### src/rtl/dma_task_arbiter.sv
// Weighted round-robin intake of NUM_CH FWFT task queues into one registered task stream.
// Optional per-channel grant counters are built when DMA_ARB_STATS_EN is defined.
module dma_task_arbiter #(
    parameter int unsigned NUM_CH = 4,
    parameter int unsigned CH_W   = $clog2(NUM_CH),
    parameter int unsigned DATA_W = 382,
    parameter int unsigned WGT_W  = 4
) (
    input  logic                       pcie_clk,
    input  logic                       rst_n,
    input  logic [NUM_CH-1:0]          q_empty,
    input  logic [NUM_CH*DATA_W-1:0]   q_data,
    output logic [NUM_CH-1:0]          q_deq_en,
    input  logic [NUM_CH-1:0]          ch_en,
    input  logic [NUM_CH*WGT_W-1:0]    ch_weight,
    output logic                       task_valid,
    input  logic                       task_ready,
    output logic [DATA_W-1:0]          task_data,
    output logic [CH_W-1:0]            task_ch,
    input  logic [CH_W-1:0]            stat_sel,
    input  logic                       stat_clr,
    output logic [31:0]                stat_cnt
);

    logic [NUM_CH-1:0] req;
    logic              can_load;
    logic              grant;

    logic [CH_W-1:0]   cur_ch_q, cur_ch_d;
    logic [WGT_W-1:0]  burst_left_q, burst_left_d;

    logic              task_valid_q, task_valid_d;
    logic [DATA_W-1:0] task_data_q, task_data_d;
    logic [CH_W-1:0]   task_ch_q, task_ch_d;

    logic [CH_W-1:0]   cand;
    logic              cand_cont;
    logic              cand_found;
    int                scan_idx;

    logic [DATA_W-1:0] sel_data;
    logic [WGT_W-1:0]  sel_wgt;

    assign req      = ~q_empty & ch_en;
    assign can_load = ~task_valid_q | task_ready;
    // Gated by rst_n so the pop strobe drops asynchronously with the reset.
    assign grant    = rst_n & can_load & (|req);

    // Candidate: stay on cur_ch while its burst lasts, else scan cur_ch+1.. with cur_ch last.
    always_comb begin
        cand       = cur_ch_q;
        cand_cont  = 1'b0;
        cand_found = 1'b0;
        scan_idx   = 0;
        if (req[cur_ch_q] && (burst_left_q != '0)) begin
            cand_cont = 1'b1;
        end else begin
            for (int k = 1; k <= int'(NUM_CH); k++) begin
                scan_idx = int'(cur_ch_q) + k;
                if (scan_idx >= int'(NUM_CH)) begin
                    scan_idx = scan_idx - int'(NUM_CH);
                end
                if (!cand_found && req[scan_idx[CH_W-1:0]]) begin
                    cand_found = 1'b1;
                    cand       = scan_idx[CH_W-1:0];
                end
            end
        end
    end

    always_comb begin
        sel_data = '0;
        sel_wgt  = '0;
        for (int i = 0; i < int'(NUM_CH); i++) begin
            if (cand == CH_W'(i)) begin
                sel_data = q_data[i*DATA_W +: DATA_W];
                sel_wgt  = ch_weight[i*WGT_W +: WGT_W];
            end
        end
    end

    assign q_deq_en = grant ? (NUM_CH'(1) << cand) : '0;

    always_comb begin
        cur_ch_d     = cur_ch_q;
        burst_left_d = burst_left_q;
        task_valid_d = task_valid_q;
        task_data_d  = task_data_q;
        task_ch_d    = task_ch_q;
        if (grant) begin
            task_valid_d = 1'b1;
            task_data_d  = sel_data;
            task_ch_d    = cand;
            if (cand_cont) begin
                burst_left_d = burst_left_q - 1'b1;
            end else begin
                cur_ch_d     = cand;
                // A zero weight still earns one grant per turn.
                burst_left_d = (sel_wgt == '0) ? '0 : sel_wgt - 1'b1;
            end
        end else if (task_ready) begin
            task_valid_d = 1'b0;
        end
    end

    always_ff @(posedge pcie_clk or negedge rst_n) begin
        if (!rst_n) begin
            cur_ch_q     <= CH_W'(NUM_CH - 1);
            burst_left_q <= '0;
            task_valid_q <= 1'b0;
            task_data_q  <= '0;
            task_ch_q    <= '0;
        end else begin
            cur_ch_q     <= cur_ch_d;
            burst_left_q <= burst_left_d;
            task_valid_q <= task_valid_d;
            task_data_q  <= task_data_d;
            task_ch_q    <= task_ch_d;
        end
    end

    assign task_valid = task_valid_q;
    assign task_data  = task_data_q;
    assign task_ch    = task_ch_q;

`ifdef DMA_ARB_STATS_EN
    logic [31:0] grant_cnt_q [NUM_CH];
    logic [31:0] stat_cnt_q;
    logic [31:0] stat_mux;

    always_comb begin
        stat_mux = '0;
        for (int i = 0; i < int'(NUM_CH); i++) begin
            if (stat_sel == CH_W'(i)) begin
                stat_mux = grant_cnt_q[i];
            end
        end
    end

    // A clear wins over a grant landing in the same cycle.
    always_ff @(posedge pcie_clk or negedge rst_n) begin
        if (!rst_n) begin
            for (int i = 0; i < int'(NUM_CH); i++) begin
                grant_cnt_q[i] <= '0;
            end
            stat_cnt_q <= '0;
        end else begin
            for (int i = 0; i < int'(NUM_CH); i++) begin
                if (stat_clr) begin
                    grant_cnt_q[i] <= '0;
                end else if (grant && (cand == CH_W'(i))) begin
                    grant_cnt_q[i] <= grant_cnt_q[i] + 32'd1;
                end
            end
            stat_cnt_q <= stat_mux;
        end
    end

    assign stat_cnt = stat_cnt_q;
`else
    logic unused_stat;
    assign unused_stat = ^{stat_sel, stat_clr};
    assign stat_cnt    = '0;
`endif

endmodule

### config.mk
export PLATFORM = sky130hd
export DESIGN_NAME = dma_task_arbiter
export DESIGN_NICKNAME = d
export VERILOG_FILES = /design/src/rtl/dma_task_arbiter.sv
export SDC_FILE = /design/constraint.sdc
export NUM_CORES = 1
export LEC_CHECK = 0
export BUFFER_PORTS_ARGS = -buffer_cell sky130_fd_sc_hd__buf_2
export CAP_MARGIN = 20
export CORE_AREA = 2 2 766 768
export DETAILED_ROUTE_END_ITERATION = 10
export DIE_AREA = 0 0 768 770
export PLACE_DENSITY = 0.3
export SKIP_LAST_GASP = 1
export SYNTH_ARGS = -nofsm -noshare
export SYNTH_HDL_FRONTEND = slang
export SYNTH_SLANG_ARGS = --single-unit
### constraint.sdc
create_clock -name pcie_clk -period 3.8 [get_ports pcie_clk]
set_input_delay 0.38 -clock pcie_clk [delete_from_list [all_inputs] [get_ports pcie_clk]]
set_output_delay 0.38 -clock pcie_clk [all_outputs]
set_load 0.03 [all_outputs]
==> results.sh <==
export IMPL_status="finished, final reports clean"
export IMPL_fmax_mhz=266
export IMPL_layout_drive_gt1_share_pct=52.5
export IMPL_fin_nets=6481
export IMPL_dp_slack_ps=-66.9
export IMPL_clk_pin_slew_ps=50
export IMPL_async_flop_share_pct=100
export IMPL_tightest_slew_ps=856
export IMPL_final_period_utilization_pct=99.1
export IMPL_rows=281
export IMPL_core_area_mm2=0.584
export IMPL_ys_warn_count=0
export IMPL_syn_area_mm2=0.0246
export IMPL_gp_congestion=1.12
export IMPL_die_h_um=770
export IMPL_finalSetupViolations=0
export IMPL_layout_setup_ws_ps=35.9
export IMPL_cp_cell_sequence="inv_2 -> mux4_2 -> buf_4 -> nor2_4 -> o31ai_2 -> o31a_4 -> buf_12 -> nor3_4 -> buf_6 -> buf_4"
export IMPL_io_pins=1979
export IMPL_hold_path_class="input pin to register"
export IMPL_yosysSeqAreaShare_pct=39.8
export IMPL_track_usage_pct=14.4
export IMPL_grt_pass1_wl_um=516000
export IMPL_finalCriticalPeriod_ps=3760
export IMPL_relSlewSlack_pct=43.3
export IMPL_postPlaceCellArea_mm2=0.0444
export IMPL_synth_cell_types=45
export IMPL_gr_total_overflow=0
export IMPL_cts_made_buffers=70
export IMPL_cts_max_path_buffers=4
export IMPL_routed_wirelength_um=443000
export IMPL_dp_hpwl_um=405000
export IMPL_required_ps=3420
export IMPL_first_global_vias=33500
export IMPL_drc_errors=0
export IMPL_grt_max_degree=87
export IMPL_die_width_um=768
export IMPL_p_leak_nw=23.8
export IMPL_slowest_stage="dfstp_2"
export IMPL_powerDensity_mw_per_mm2=817
export IMPL_irDropWorstVdd_mv=0.305
export IMPL_synth_main_ff_cell="dfrtp_1"
export IMPL_crit_top_cell="buf_4"
export IMPL_crit_type="register to output pin"
export IMPL_cts_tree="yes"
export IMPL_slew_viol_final=0
export IMPL_ant_nets=0
export IMPL_fill_cells=68400
export IMPL_dieArea_mm2=0.591
export IMPL_htreeDepth=3
export IMPL_avgViaCountPerCell=2.60
export IMPL_ctsRootBufferMaster="clkbuf_16"
export IMPL_clk_latency_ps=810
export IMPL_first_pass_iters=5
export IMPL_start_util_pct=4.22
export IMPL_rsz0062_at_grt="true"
export IMPL_synth_top_area_cell="dfrtp_1"
export IMPL_synth_seq_cells=391
export IMPL_synth_edf_count=0
export IMPL_vias=33700
export IMPL_first_iter_violations=2256
export IMPL_yosys_top_cells_area="dfrtp_1 40%, mux4_2 35%, nand2_1 18%"
export IMPL_syn_area_per_cell_um2=11.0
export IMPL_clock_sinks=391
export IMPL_finalClockSkew_ps=53.5
export IMPL_final_cell_area_mm2=0.0546
export IMPL_setup_tns_ps=0
export IMPL_antenna_found_initial=538
export IMPL_synthCells=2229
export IMPL_areaGrowthSynthToFinish_pct=122
export IMPL_cap_violations=0
export IMPL_path_max_fanout=11
export IMPL_start_kind="register"
export IMPL_wl_per_cell_um=34.3
export IMPL_io_buffers=1943
export IMPL_hold_viol=0
export IMPL_slowest_delay_ps=530
export IMPL_end_kind="output pin"
export IMPL_synth_top_area_share_pct=39.6
export IMPL_crit_arrival_ps=3380
## registers in the layout, summed over array words and instances, names as in the netlist
name	count
burst_left_q	4
task_ch	2
task_data	382
cur_ch_q	2
task_valid	1
## cell type report
cell class	instances	area (µm²)	share of cell area (%)
flip-flops and latches	391	9790	17.9
multi-input cells	1656	13700	25.2
repair buffers	2800	18600	34.1
clock inverters	15	200	0.367
clock buffers	99	2010	3.69
inverters	3	11.3	0.0206
well taps	7782	9740	17.8
diodes	197	493	0.904
## where the power goes
group,leakage (nW),internal [W],switching [W]
combinational,17.9,0.0117,0.0187
sequential,4.83,0.00615,0.00125
clock,1.08,0.00387,0.00288
total,23.8,0.0217,0.0228
## critical path: cells and delay by family, from the launching register on
| family | cells | cell delay, ps |
|---|---|---|
| AO/OA/AOI/OAI | 2 | 220 |
| buffers and inverters | 5 | 700 |
| flip-flops | 1 | 530 |
| multiplexers | 1 | 450 |
| AND/OR/NAND/NOR | 2 | 520 |
## worst paths after layout
path                                 from              to  slack, ps  depth (start not counted)
setup reg to reg              cur_ch_q[1]  task_data[147]         40                         12
hold / removal                q_data[604]  task_data[222]         80                          4
max in group asynchronous           rst_n  task_data[146]       1900                          4
hold reg to reg            task_data[285]  task_data[285]        460                          2
setup / recovery              cur_ch_q[1]     q_deq_en[1]         40                         10
min in group asynchronous           rst_n   task_data[49]        180                          2
## cell usage after synthesis, types with 2 or more instances
cell type,number
a211oi_1,2
a21oi_1,8
a31oi_1,3
and3_1,6
buf_1,3
buf_2,42
buf_4,41
buf_6,36
clkbuf_1,88
dfrtp_1,389
dfstp_2,2
inv_1,2
mux2i_1,7
mux4_2,383
nand2_1,1157
nand2b_1,5
nand3_1,3
nor2_1,9
nor2b_1,2
nor3_1,6
nor3b_1,2
o21a_1,3
o21ai_0,6
o21bai_1,2
o22ai_1,2
## routing by layer
metal	global-route usage, %	share of wire, %
met5	0	0.40
met4	5.93	5.2
met3	11.0	17
met2	21.9	43
met1	14.7	35
## metrics by stage
step | total power (W) | instances | hold slack [ps] | util, %
after global routing | 0.0472 | 12800 | 31.0 | 9.31
after detailed placement | 0.0345 | 11900 | 413 | 7.61
final | 0.0446 | 12900 | 83.1 | 9.35
after global placement | 0.0346 | 11900 | 410 | 7.61
after CTS | 0.0450 | 12700 | 0.774 | 9.21
after floorplan | 0.0213 | 2260 | 84.4 | -
## cells by family (layout without fill, tap and decap cells)
group                    after synthesis  count (layout)  synth area share, %
buffers and inverters                213            2917                 5.19
other                                  1             229               0.0152
adder cells (fa/ha/maj)                1               1               0.0508
XOR/XNOR                               1               1               0.0356
AO/OA/AOI/OAI                         36              36                 1.06
flip-flops                           391             391                 39.8
AND/OR/NAND/NOR                     1195            1195                 18.5
multiplexers                         391             391                 35.4
## layout by cell type (no fill, tap or decap), types with 2 or more instances in the layout
cell,synthesis,layout
buf_12,0,27
buf_4,41,107
nand3_1,3,2
o21ai_0,6,6
a21oi_1,8,8
mux2i_2,1,2
mux2i_1,7,6
buf_6,36,16
buf_2,42,1941
inv_1,2,2
dlygate4sd3_1,0,693
dfrtp_1,389,389
conb_1,1,32
bufinv_16,0,3
nand2b_1,5,5
a31oi_1,3,3
a211oi_1,2,2
nor3_1,6,5
buf_16,0,8
bufbuf_16,0,2
clkinv_2,0,6
o22ai_1,2,2
diode_2,0,197
clkbuf_16,0,75
inv_6,0,2
o21a_1,3,3
nor2_1,9,8
nand2_1,1157,1157
o21bai_1,2,2
dfstp_2,2,2
clkbuf_1,88,15
clkbuf_8,0,13
nor2b_1,2,2
mux4_2,383,383
buf_8,0,2
and3_1,6,5
## repair_timing
action	in CTS	in global routing
pin swaps	1	0
cloned	2	4
hold buffers	693	0
resized for setup	13	25
setup buffers	6	9
endpoints found under the hold margin	384	0
endpoints found under the setup margin	4	170
Note: power is estimated with default switching activity, not from simulation.
